===== config.mk =====
export PLATFORM = sky130hd
export DESIGN_NAME = phase_collector
export DESIGN_NICKNAME = d
export VERILOG_FILES = /design/src/rtl/phase_collector.sv
export SDC_FILE = /design/constraint.sdc
export NUM_CORES = 1
export LEC_CHECK = 0
export CAP_MARGIN = 20
export CORE_UTILIZATION = 53
export CTS_CLUSTER_SIZE = 25
export DETAILED_ROUTE_END_ITERATION = 8
export GPL_ROUTABILITY_DRIVEN = 0
export HOLD_SLACK_MARGIN = 0.1
export PLACE_DENSITY = 0.8
export SETUP_SLACK_MARGIN = 0.02
export SLEW_MARGIN = 20
export SYNTH_ARGS = -nofsm -noshare
export SYNTH_HDL_FRONTEND = slang
export SYNTH_SLANG_ARGS = --single-unit

===== constraint.sdc =====
create_clock -name clk -period 2 [get_ports clk]
set_clock_uncertainty 0.15 [all_clocks]
set_input_delay 0.4 -clock clk [delete_from_list [all_inputs] [get_ports clk]]
set_output_delay 0.4 -clock clk [all_outputs]
set_load 0.05 [all_outputs]

===== src/rtl/phase_collector.sv =====
// phase_collector
// Receiving end of the phase/step output stream. Per-beat {mem_op, mem_data}
// words are reassembled into an L-row by K-column result buffer (K/N words of
// N bits per row). Once row L-1 closes, or a FAIL op arrives, the buffer is
// replayed row-major over a valid/ready stream.
//
// Ports:
//   clk, rst       clock; asynchronous active-low reset
//   start          arm pulse: clears pointers/flags and enters COLLECT
//   mem_data_in    N-bit data beat
//   mem_op_in      3 bits of op per lane; the lane 0 op is the beat op
//   collecting     high while in COLLECT
//   done           one-cycle pulse when row L-1 completes
//   fail           sticky: FAIL op received this run
//   err            sticky: protocol violation this run
//   overflow       sticky: non-IDLE beat arrived outside COLLECT
//   rows_written   completed rows this run (saturates at L)
//   out_data       readout word
//   out_valid      readout word valid
//   out_ready      downstream accepts the word
//   out_last       high with the final word (row L-1, block K/N-1)
module phase_collector #(
    parameter int N = 4,
    parameter int L = 8,
    parameter int K = 16
) (
    input  logic                     clk,
    input  logic                     rst,
    input  logic                     start,
    input  logic [N-1:0]             mem_data_in,
    input  logic [3*N-1:0]           mem_op_in,
    output logic                     collecting,
    output logic                     done,
    output logic                     fail,
    output logic                     err,
    output logic                     overflow,
    output logic [$clog2(L+1)-1:0]   rows_written,
    output logic [N-1:0]             out_data,
    output logic                     out_valid,
    input  logic                     out_ready,
    output logic                     out_last
);

    localparam int KB    = K / N;
    localparam int W     = L * KB;
    localparam int RW    = $clog2(L + 1);
    localparam int AW    = (W > 1) ? $clog2(W) : 1;
    localparam int CW    = (KB > 1) ? $clog2(KB) : 1;
    localparam int ROW_W = (L > 1) ? $clog2(L) : 1;

    localparam logic [2:0] OP_IDLE      = 3'b000;
    localparam logic [2:0] OP_DATA      = 3'b001;
    localparam logic [2:0] OP_DATA_LAST = 3'b011;
    localparam logic [2:0] OP_FAIL      = 3'b100;

    typedef enum logic [1:0] {
        S_IDLE    = 2'b00,
        S_COLLECT = 2'b01,
        S_DRAIN   = 2'b10
    } state_t;

    // True when any upper lane carries a different op than lane 0.
    function automatic logic lanes_differ(input logic [3*N-1:0] ops);
        logic diff;
        diff = 1'b0;
        for (int i = 1; i < N; i++) begin
            if (ops[3*i +: 3] != ops[2:0]) begin
                diff = 1'b1;
            end else begin
                diff = diff;
            end
        end
        return diff;
    endfunction

    state_t           state_r, state_nxt_s;
    logic [ROW_W-1:0] row_ptr_r, row_ptr_nxt_s;
    logic [CW-1:0]    col_ptr_r, col_ptr_nxt_s;
    logic [RW-1:0]    rows_written_r, rows_written_nxt_s;
    logic [AW-1:0]    rd_ptr_r, rd_ptr_nxt_s;
    logic             fail_r, fail_nxt_s;
    logic             err_r, err_nxt_s;
    logic             overflow_r, overflow_nxt_s;
    logic             done_r, done_nxt_s;
    logic             collecting_r, collecting_nxt_s;
    logic             out_valid_r, out_valid_nxt_s;
    logic             out_last_r, out_last_nxt_s;
    logic [N-1:0]     out_data_r, out_data_nxt_s;

    logic [N-1:0]     mem_r [W];
    logic             mem_we_s;
    logic [AW-1:0]    wr_addr_s;
    logic [N-1:0]     mem_rd_s;
    logic [2:0]       op0_s;
    logic             beat_active_s;
    logic             lane_err_s;

    assign op0_s         = mem_op_in[2:0];
    assign beat_active_s = (op0_s != OP_IDLE);
    assign lane_err_s    = lanes_differ(mem_op_in);
    assign wr_addr_s     = AW'(row_ptr_r) * AW'(KB) + AW'(col_ptr_r);
    assign mem_rd_s      = mem_r[rd_ptr_r];

    // Next-state and next-output logic for the collect/drain sequencer.
    always_comb begin
        state_nxt_s        = state_r;
        row_ptr_nxt_s      = row_ptr_r;
        col_ptr_nxt_s      = col_ptr_r;
        rows_written_nxt_s = rows_written_r;
        rd_ptr_nxt_s       = rd_ptr_r;
        fail_nxt_s         = fail_r;
        err_nxt_s          = err_r;
        overflow_nxt_s     = overflow_r;
        done_nxt_s         = 1'b0;
        out_valid_nxt_s    = out_valid_r;
        out_last_nxt_s     = out_last_r;
        out_data_nxt_s     = out_data_r;
        mem_we_s           = 1'b0;

        case (state_r)
            S_IDLE: begin
                if (start) begin
                    state_nxt_s        = S_COLLECT;
                    row_ptr_nxt_s      = '0;
                    col_ptr_nxt_s      = '0;
                    rows_written_nxt_s = '0;
                    rd_ptr_nxt_s       = '0;
                    fail_nxt_s         = 1'b0;
                    err_nxt_s          = 1'b0;
                    overflow_nxt_s     = 1'b0;
                end else begin
                    overflow_nxt_s = overflow_r | beat_active_s;
                end
            end

            S_COLLECT: begin
                if (start) begin
                    // Re-arm: any beat in this cycle is dropped.
                    row_ptr_nxt_s      = '0;
                    col_ptr_nxt_s      = '0;
                    rows_written_nxt_s = '0;
                    rd_ptr_nxt_s       = '0;
                    fail_nxt_s         = 1'b0;
                    err_nxt_s          = 1'b0;
                    overflow_nxt_s     = 1'b0;
                end else begin
                    // A lane mismatch flags err but the lane 0 op still runs.
                    err_nxt_s = err_r | lane_err_s;
                    case (op0_s)
                        OP_IDLE: begin
                            mem_we_s = 1'b0;
                        end
                        OP_DATA: begin
                            mem_we_s = 1'b1;
                            if (col_ptr_r == CW'(KB - 1)) begin
                                // Row already full: hold col, later beats overwrite.
                                err_nxt_s = 1'b1;
                            end else begin
                                col_ptr_nxt_s = col_ptr_r + CW'(1);
                            end
                        end
                        OP_DATA_LAST: begin
                            mem_we_s      = 1'b1;
                            col_ptr_nxt_s = '0;
                            row_ptr_nxt_s = row_ptr_r + ROW_W'(1);
                            if (col_ptr_r != CW'(KB - 1)) begin
                                err_nxt_s = 1'b1;
                            end else begin
                                err_nxt_s = err_nxt_s;
                            end
                            if (rows_written_r != RW'(L)) begin
                                rows_written_nxt_s = rows_written_r + RW'(1);
                            end else begin
                                rows_written_nxt_s = rows_written_r;
                            end
                            if (row_ptr_r == ROW_W'(L - 1)) begin
                                done_nxt_s   = 1'b1;
                                state_nxt_s  = S_DRAIN;
                                rd_ptr_nxt_s = '0;
                            end else begin
                                state_nxt_s = S_COLLECT;
                            end
                        end
                        OP_FAIL: begin
                            fail_nxt_s   = 1'b1;
                            state_nxt_s  = S_DRAIN;
                            rd_ptr_nxt_s = '0;
                        end
                        default: begin
                            err_nxt_s = 1'b1;
                        end
                    endcase
                end
            end

            S_DRAIN: begin
                overflow_nxt_s = overflow_r | beat_active_s;
                if (!out_valid_r) begin
                    // First DRAIN cycle: present word 0.
                    out_valid_nxt_s = 1'b1;
                    out_data_nxt_s  = mem_rd_s;
                    out_last_nxt_s  = (rd_ptr_r == AW'(W - 1));
                    rd_ptr_nxt_s    = rd_ptr_r + AW'(1);
                end else if (out_ready) begin
                    if (out_last_r) begin
                        out_valid_nxt_s = 1'b0;
                        out_last_nxt_s  = 1'b0;
                        state_nxt_s     = S_IDLE;
                    end else begin
                        out_data_nxt_s = mem_rd_s;
                        out_last_nxt_s = (rd_ptr_r == AW'(W - 1));
                        rd_ptr_nxt_s   = rd_ptr_r + AW'(1);
                    end
                end else begin
                    out_valid_nxt_s = out_valid_r;
                end
            end

            default: begin
                state_nxt_s = S_IDLE;
            end
        endcase

        collecting_nxt_s = (state_nxt_s == S_COLLECT);
    end

    // Control and output registers with asynchronous clear.
    always_ff @(posedge clk or negedge rst) begin
        if (!rst) begin
            state_r        <= S_IDLE;
            row_ptr_r      <= '0;
            col_ptr_r      <= '0;
            rows_written_r <= '0;
            rd_ptr_r       <= '0;
            fail_r         <= 1'b0;
            err_r          <= 1'b0;
            overflow_r     <= 1'b0;
            done_r         <= 1'b0;
            collecting_r   <= 1'b0;
            out_valid_r    <= 1'b0;
            out_last_r     <= 1'b0;
            out_data_r     <= '0;
        end else begin
            state_r        <= state_nxt_s;
            row_ptr_r      <= row_ptr_nxt_s;
            col_ptr_r      <= col_ptr_nxt_s;
            rows_written_r <= rows_written_nxt_s;
            rd_ptr_r       <= rd_ptr_nxt_s;
            fail_r         <= fail_nxt_s;
            err_r          <= err_nxt_s;
            overflow_r     <= overflow_nxt_s;
            done_r         <= done_nxt_s;
            collecting_r   <= collecting_nxt_s;
            out_valid_r    <= out_valid_nxt_s;
            out_last_r     <= out_last_nxt_s;
            out_data_r     <= out_data_nxt_s;
        end
    end

    // Result buffer write port; contents are not reset.
    always_ff @(posedge clk) begin
        if (mem_we_s) begin
            mem_r[wr_addr_s] <= mem_data_in;
        end
    end

    assign collecting   = collecting_r;
    assign done         = done_r;
    assign fail         = fail_r;
    assign err          = err_r;
    assign overflow     = overflow_r;
    assign rows_written = rows_written_r;
    assign out_data     = out_data_r;
    assign out_valid    = out_valid_r;
    assign out_last     = out_last_r;

endmodule


==> summary.txt <==
Yosys warning count -> 0
Number of flops mapped to enable cells by yosys -> 128
I/O pin total -> 35
Worst path cell trace -> inv_1 -> ha_2 -> nor2b_1 -> a311oi_2 -> o21ai_2 -> buf_4 -> o21ai_2 -> o21ai_1
Worst R2R Path Depth -> 8
Run status -> finished, final reports clean
Cell Pwr Density -> 1070 nW/um^2
Clk sinks -> 155
CTS max path bufs -> 2
CP Launch Type -> flip-flop
Buffer and inverter count on the worst path -> 2
Most frequent CP cell -> o21ai_2
Antenna viol nets, final -> 0
Pleak -> 3.04 nW
Gr usage total -> 25.0%
Fin crit share -> 97.5%
Fin crit period -> 1.95 ns
Final Hold Fails -> 0
Slew headroom -> 74.0%
CTS buffer count -> 17
Number of diodes -> 0
DRC viols -> 0
Worst-path fanout max -> 7
Number of vias per cell -> 5.90
Final setup fails -> 0
Reg power frac -> 41.6%
Largest net degree at the start of global routing -> 34
MaxCap Viol Count -> 0
Final cell count without fillers -> 776
Initial antenna violation count -> 0
Share of layout cells above drive strength 1 -> 28.3%
Vias -> 4,580
Vias in the first global route -> 4,718
First-pass GRT wire length -> 24.0 mm
Core area -> 12,300 um^2
Int Power -> 6.50 mW
Max Clock Freq -> 513 MHz
Critical path class -> reg -> reg
Clock slew at reported path FFs -> 0.06 ns
Initial core utilization -> 55.4%
Width of the die -> 115 um
Cells after synthesis -> 485
DIE HEIGHT -> 115 um
Number of port buffers -> 34
FP Rows -> 40
Comb pwr share -> 23.2%
H-tree depth -> 4
Synth Cell Area -> 6790 um^2
Worst R2R Setup Slack -> 0.05 ns
WP data required -> 2.15 ns
Critical Path AT -> 2.10 ns
Switching Power -> 2.65 mW
WP depth -> 8
Placed Instances -> 743
Synth-to-layout area growth -> 26.4%
Cell area after layout -> 8580 um^2
Fill cells -> 819
Clock power frac -> 35.1%
Asr flop ratio synth -> 17.4%
Synth unique cells -> 49
Final Power -> 9.15 mW
Total gr overflow -> 0
Routed length per instance -> 19.6 um
Clock Root Buffer -> clkbuf_16
Max-slew violations -> 0
DP Area -> 7850 um^2
Post-synth top flop -> edfxtp_1
HPWL Detailed -> 9.91 mm
Die area -> 13,300 um^2
Final wirelength -> 15.2 mm
Crit end category -> flip-flop
Syn Nets -> 520
#FFs+latches synth -> 155
Cell family with most CP delay -> compound AO/OA/AOI/OAI gates
Mean Syn Cell Area -> 14.0 um^2
Worst-margin pin slew -> 0.390 ns
TritonRoute pass-1 iters -> 7
Worst vdd ir -> 0.809 mV
Sequential share of the synthesized area -> 66.5%
Worst path slowest cell -> dfrtp_1
Worst hold-check path type -> in -> async
RSZ-0062 raised after global routing -> true
CP peak stage delay -> 0.38 ns
Clock latency on the worst-skew pair -> 0.42 ns
CTS tree -> done
Nets -> 631
First DRT Iteration DRCs -> 350
Switching share of power -> 28.9%
-- Yosys cell counts, types with 2 or more instances --
library cell	instances	share of area (%)
a21oi_1	9	0.66
nand2b_1	4	0.37
a21o_1	3	0.33
clkbuf_1	9	0.50
nand3b_1	5	0.55
nor4_1	2	0.18
edfxtp_1	128	57
and2_1	3	0.28
ha_1	15	2.8
inv_1	11	0.61
o22ai_1	6	0.55
nand3_1	13	0.96
mux2i_1	51	7.5
nand4_1	2	0.18
or3b_2	2	0.26
nor3_1	14	1.0
o31ai_1	2	0.22
dfrtp_1	27	9.9
o21ai_0	22	1.6
a32oi_1	4	0.52
and3_1	2	0.18
a22o_1	2	0.26
a211oi_1	4	0.44
buf_2	3	0.22
mux4_2	8	2.7
nor2_1	49	2.7
nand2_1	25	1.4
nor2b_1	9	0.83
or3_1	5	0.46
buf_4	7	0.77
a31oi_1	3	0.28
buf_1	2	0.11
a22oi_1	18	2.0
-- logic make-up after synthesis --
group                      count (synthesis)  synth area share [%]
AOI/OAI and AO/OA                         80                  7.74
buffers and inverters                     33                  2.38
muxes                                     60                  10.3
adders and majority gates                 15                  2.76
and+or+nand+nor                          142                  10.3
DFF                                      155                  66.5
-- per-layer routing --
layer | GRT usage, % | vias to the layer above | share of wire [%]
li1 | - | 2074 | -
met1 | 30.4 | 2209 | 40
met3 | 5.69 | 44 | 6.8
met2 | 42.7 | 253 | 50
met5 | 0 | - | 0
met4 | 11.5 | 0 | 3.0
-- path summary, 6_finish.rpt --
check                                      from                 endpoint
max in group asynchronous                   rst  rd_ptr_r[1]$_DFFE_PN0P_
setup / recovery           state_r[0]$_DFF_PN0_  rd_ptr_r[2]$_DFFE_PN0P_
hold / removal                              rst           done$_DFF_PN0_
hold reg to reg            overflow$_DFFE_PN0P_     overflow$_DFFE_PN0P_
setup reg to reg           state_r[0]$_DFF_PN0_  rd_ptr_r[2]$_DFFE_PN0P_
min in group clk           overflow$_DFFE_PN0P_     overflow$_DFFE_PN0P_
-- layout make-up --
| type | instances | area, um^2 | area share [%] |
|---|---|---|---|
| multi-input cells | 297 | 2240 | 26.1 |
| repair buffers | 114 | 971 | 11.3 |
| clock buffers | 17 | 425 | 4.96 |
| inverters | 11 | 41.3 | 0.481 |
| well taps | 168 | 210 | 2.45 |
| clock inverters | 14 | 173 | 2.01 |
| flip-flops and latches | 155 | 4520 | 52.7 |
-- metrics by stage --
stage | setup TNS, ns | utilization (%) | worst slack [ns] | hold slack, ns
final | 0 | 70.0 | 0.0501 | 0.226
after global routing | -0.0424 | 70.0 | -0.0251 | 0.248
after CTS | 0 | 69.3 | 0.0136 | 0.224
after detailed placement | -66.90 | 64.0 | -0.553 | 0.344
after global placement | -63.90 | 64.0 | -0.516 | 0.340
after floorplan | -0.0863 | - | -0.00130 | -0.0456
-- registers in the layout, indices dropped and copies added (netlist names) --
name,count
rd_ptr_r,5
out_data,4
fail,1
out_valid,1
state_r,2
done,1
overflow,1
collecting,1
mem_r,128
row_ptr_r,3
col_ptr_r,2
err,1
out_last,1
rows_written,4
-- cell usage in the layout (no fill, tap or decap), drive strengths merged, types with 3 or more instances in the layout --
| cell type | n |
|---|---|
| ha | 15 |
| or3b | 3 |
| clkinv | 4 |
| inv | 13 |
| nor2 | 49 |
| a22oi | 18 |
| buf | 95 |
| clkinvlp | 5 |
| a32oi | 4 |
| mux4 | 8 |
| dfrtp | 27 |
| o22ai | 6 |
| clkdlybuf4s50 | 17 |
| nor2b | 9 |
| a211oi | 4 |
| nor3 | 14 |
| edfxtp | 128 |
| nand3 | 13 |
| nand3b | 5 |
| mux2i | 51 |
| nand2 | 25 |
| or3 | 5 |
| a21o | 3 |
| bufinv | 3 |
| and2 | 3 |
| clkbuf | 17 |
| o21ai | 23 |
| nand2b | 4 |
| a31oi | 3 |
| a21oi | 10 |
-- power groups by stage --
stage                     clock [mW]  sequential (mW)  combinational (mW)
final                           3.22             3.81                2.13
after global routing            3.38             3.83                2.28
after CTS                       3.25             3.80                2.05
after detailed placement           0             3.86                1.97
after global placement             0             3.86                1.93
after floorplan                    0             4.16               0.889
-- timing repair --
action	4_1_cts	5_1_grt
endpoints found under the setup margin	136	140
resized for setup	15	23
hold buffers	0	0
setup buffers	1	1
hold endpoints to repair	0	0
pin swaps	2	5
Note: power is estimated with default switching activity, not from simulation.
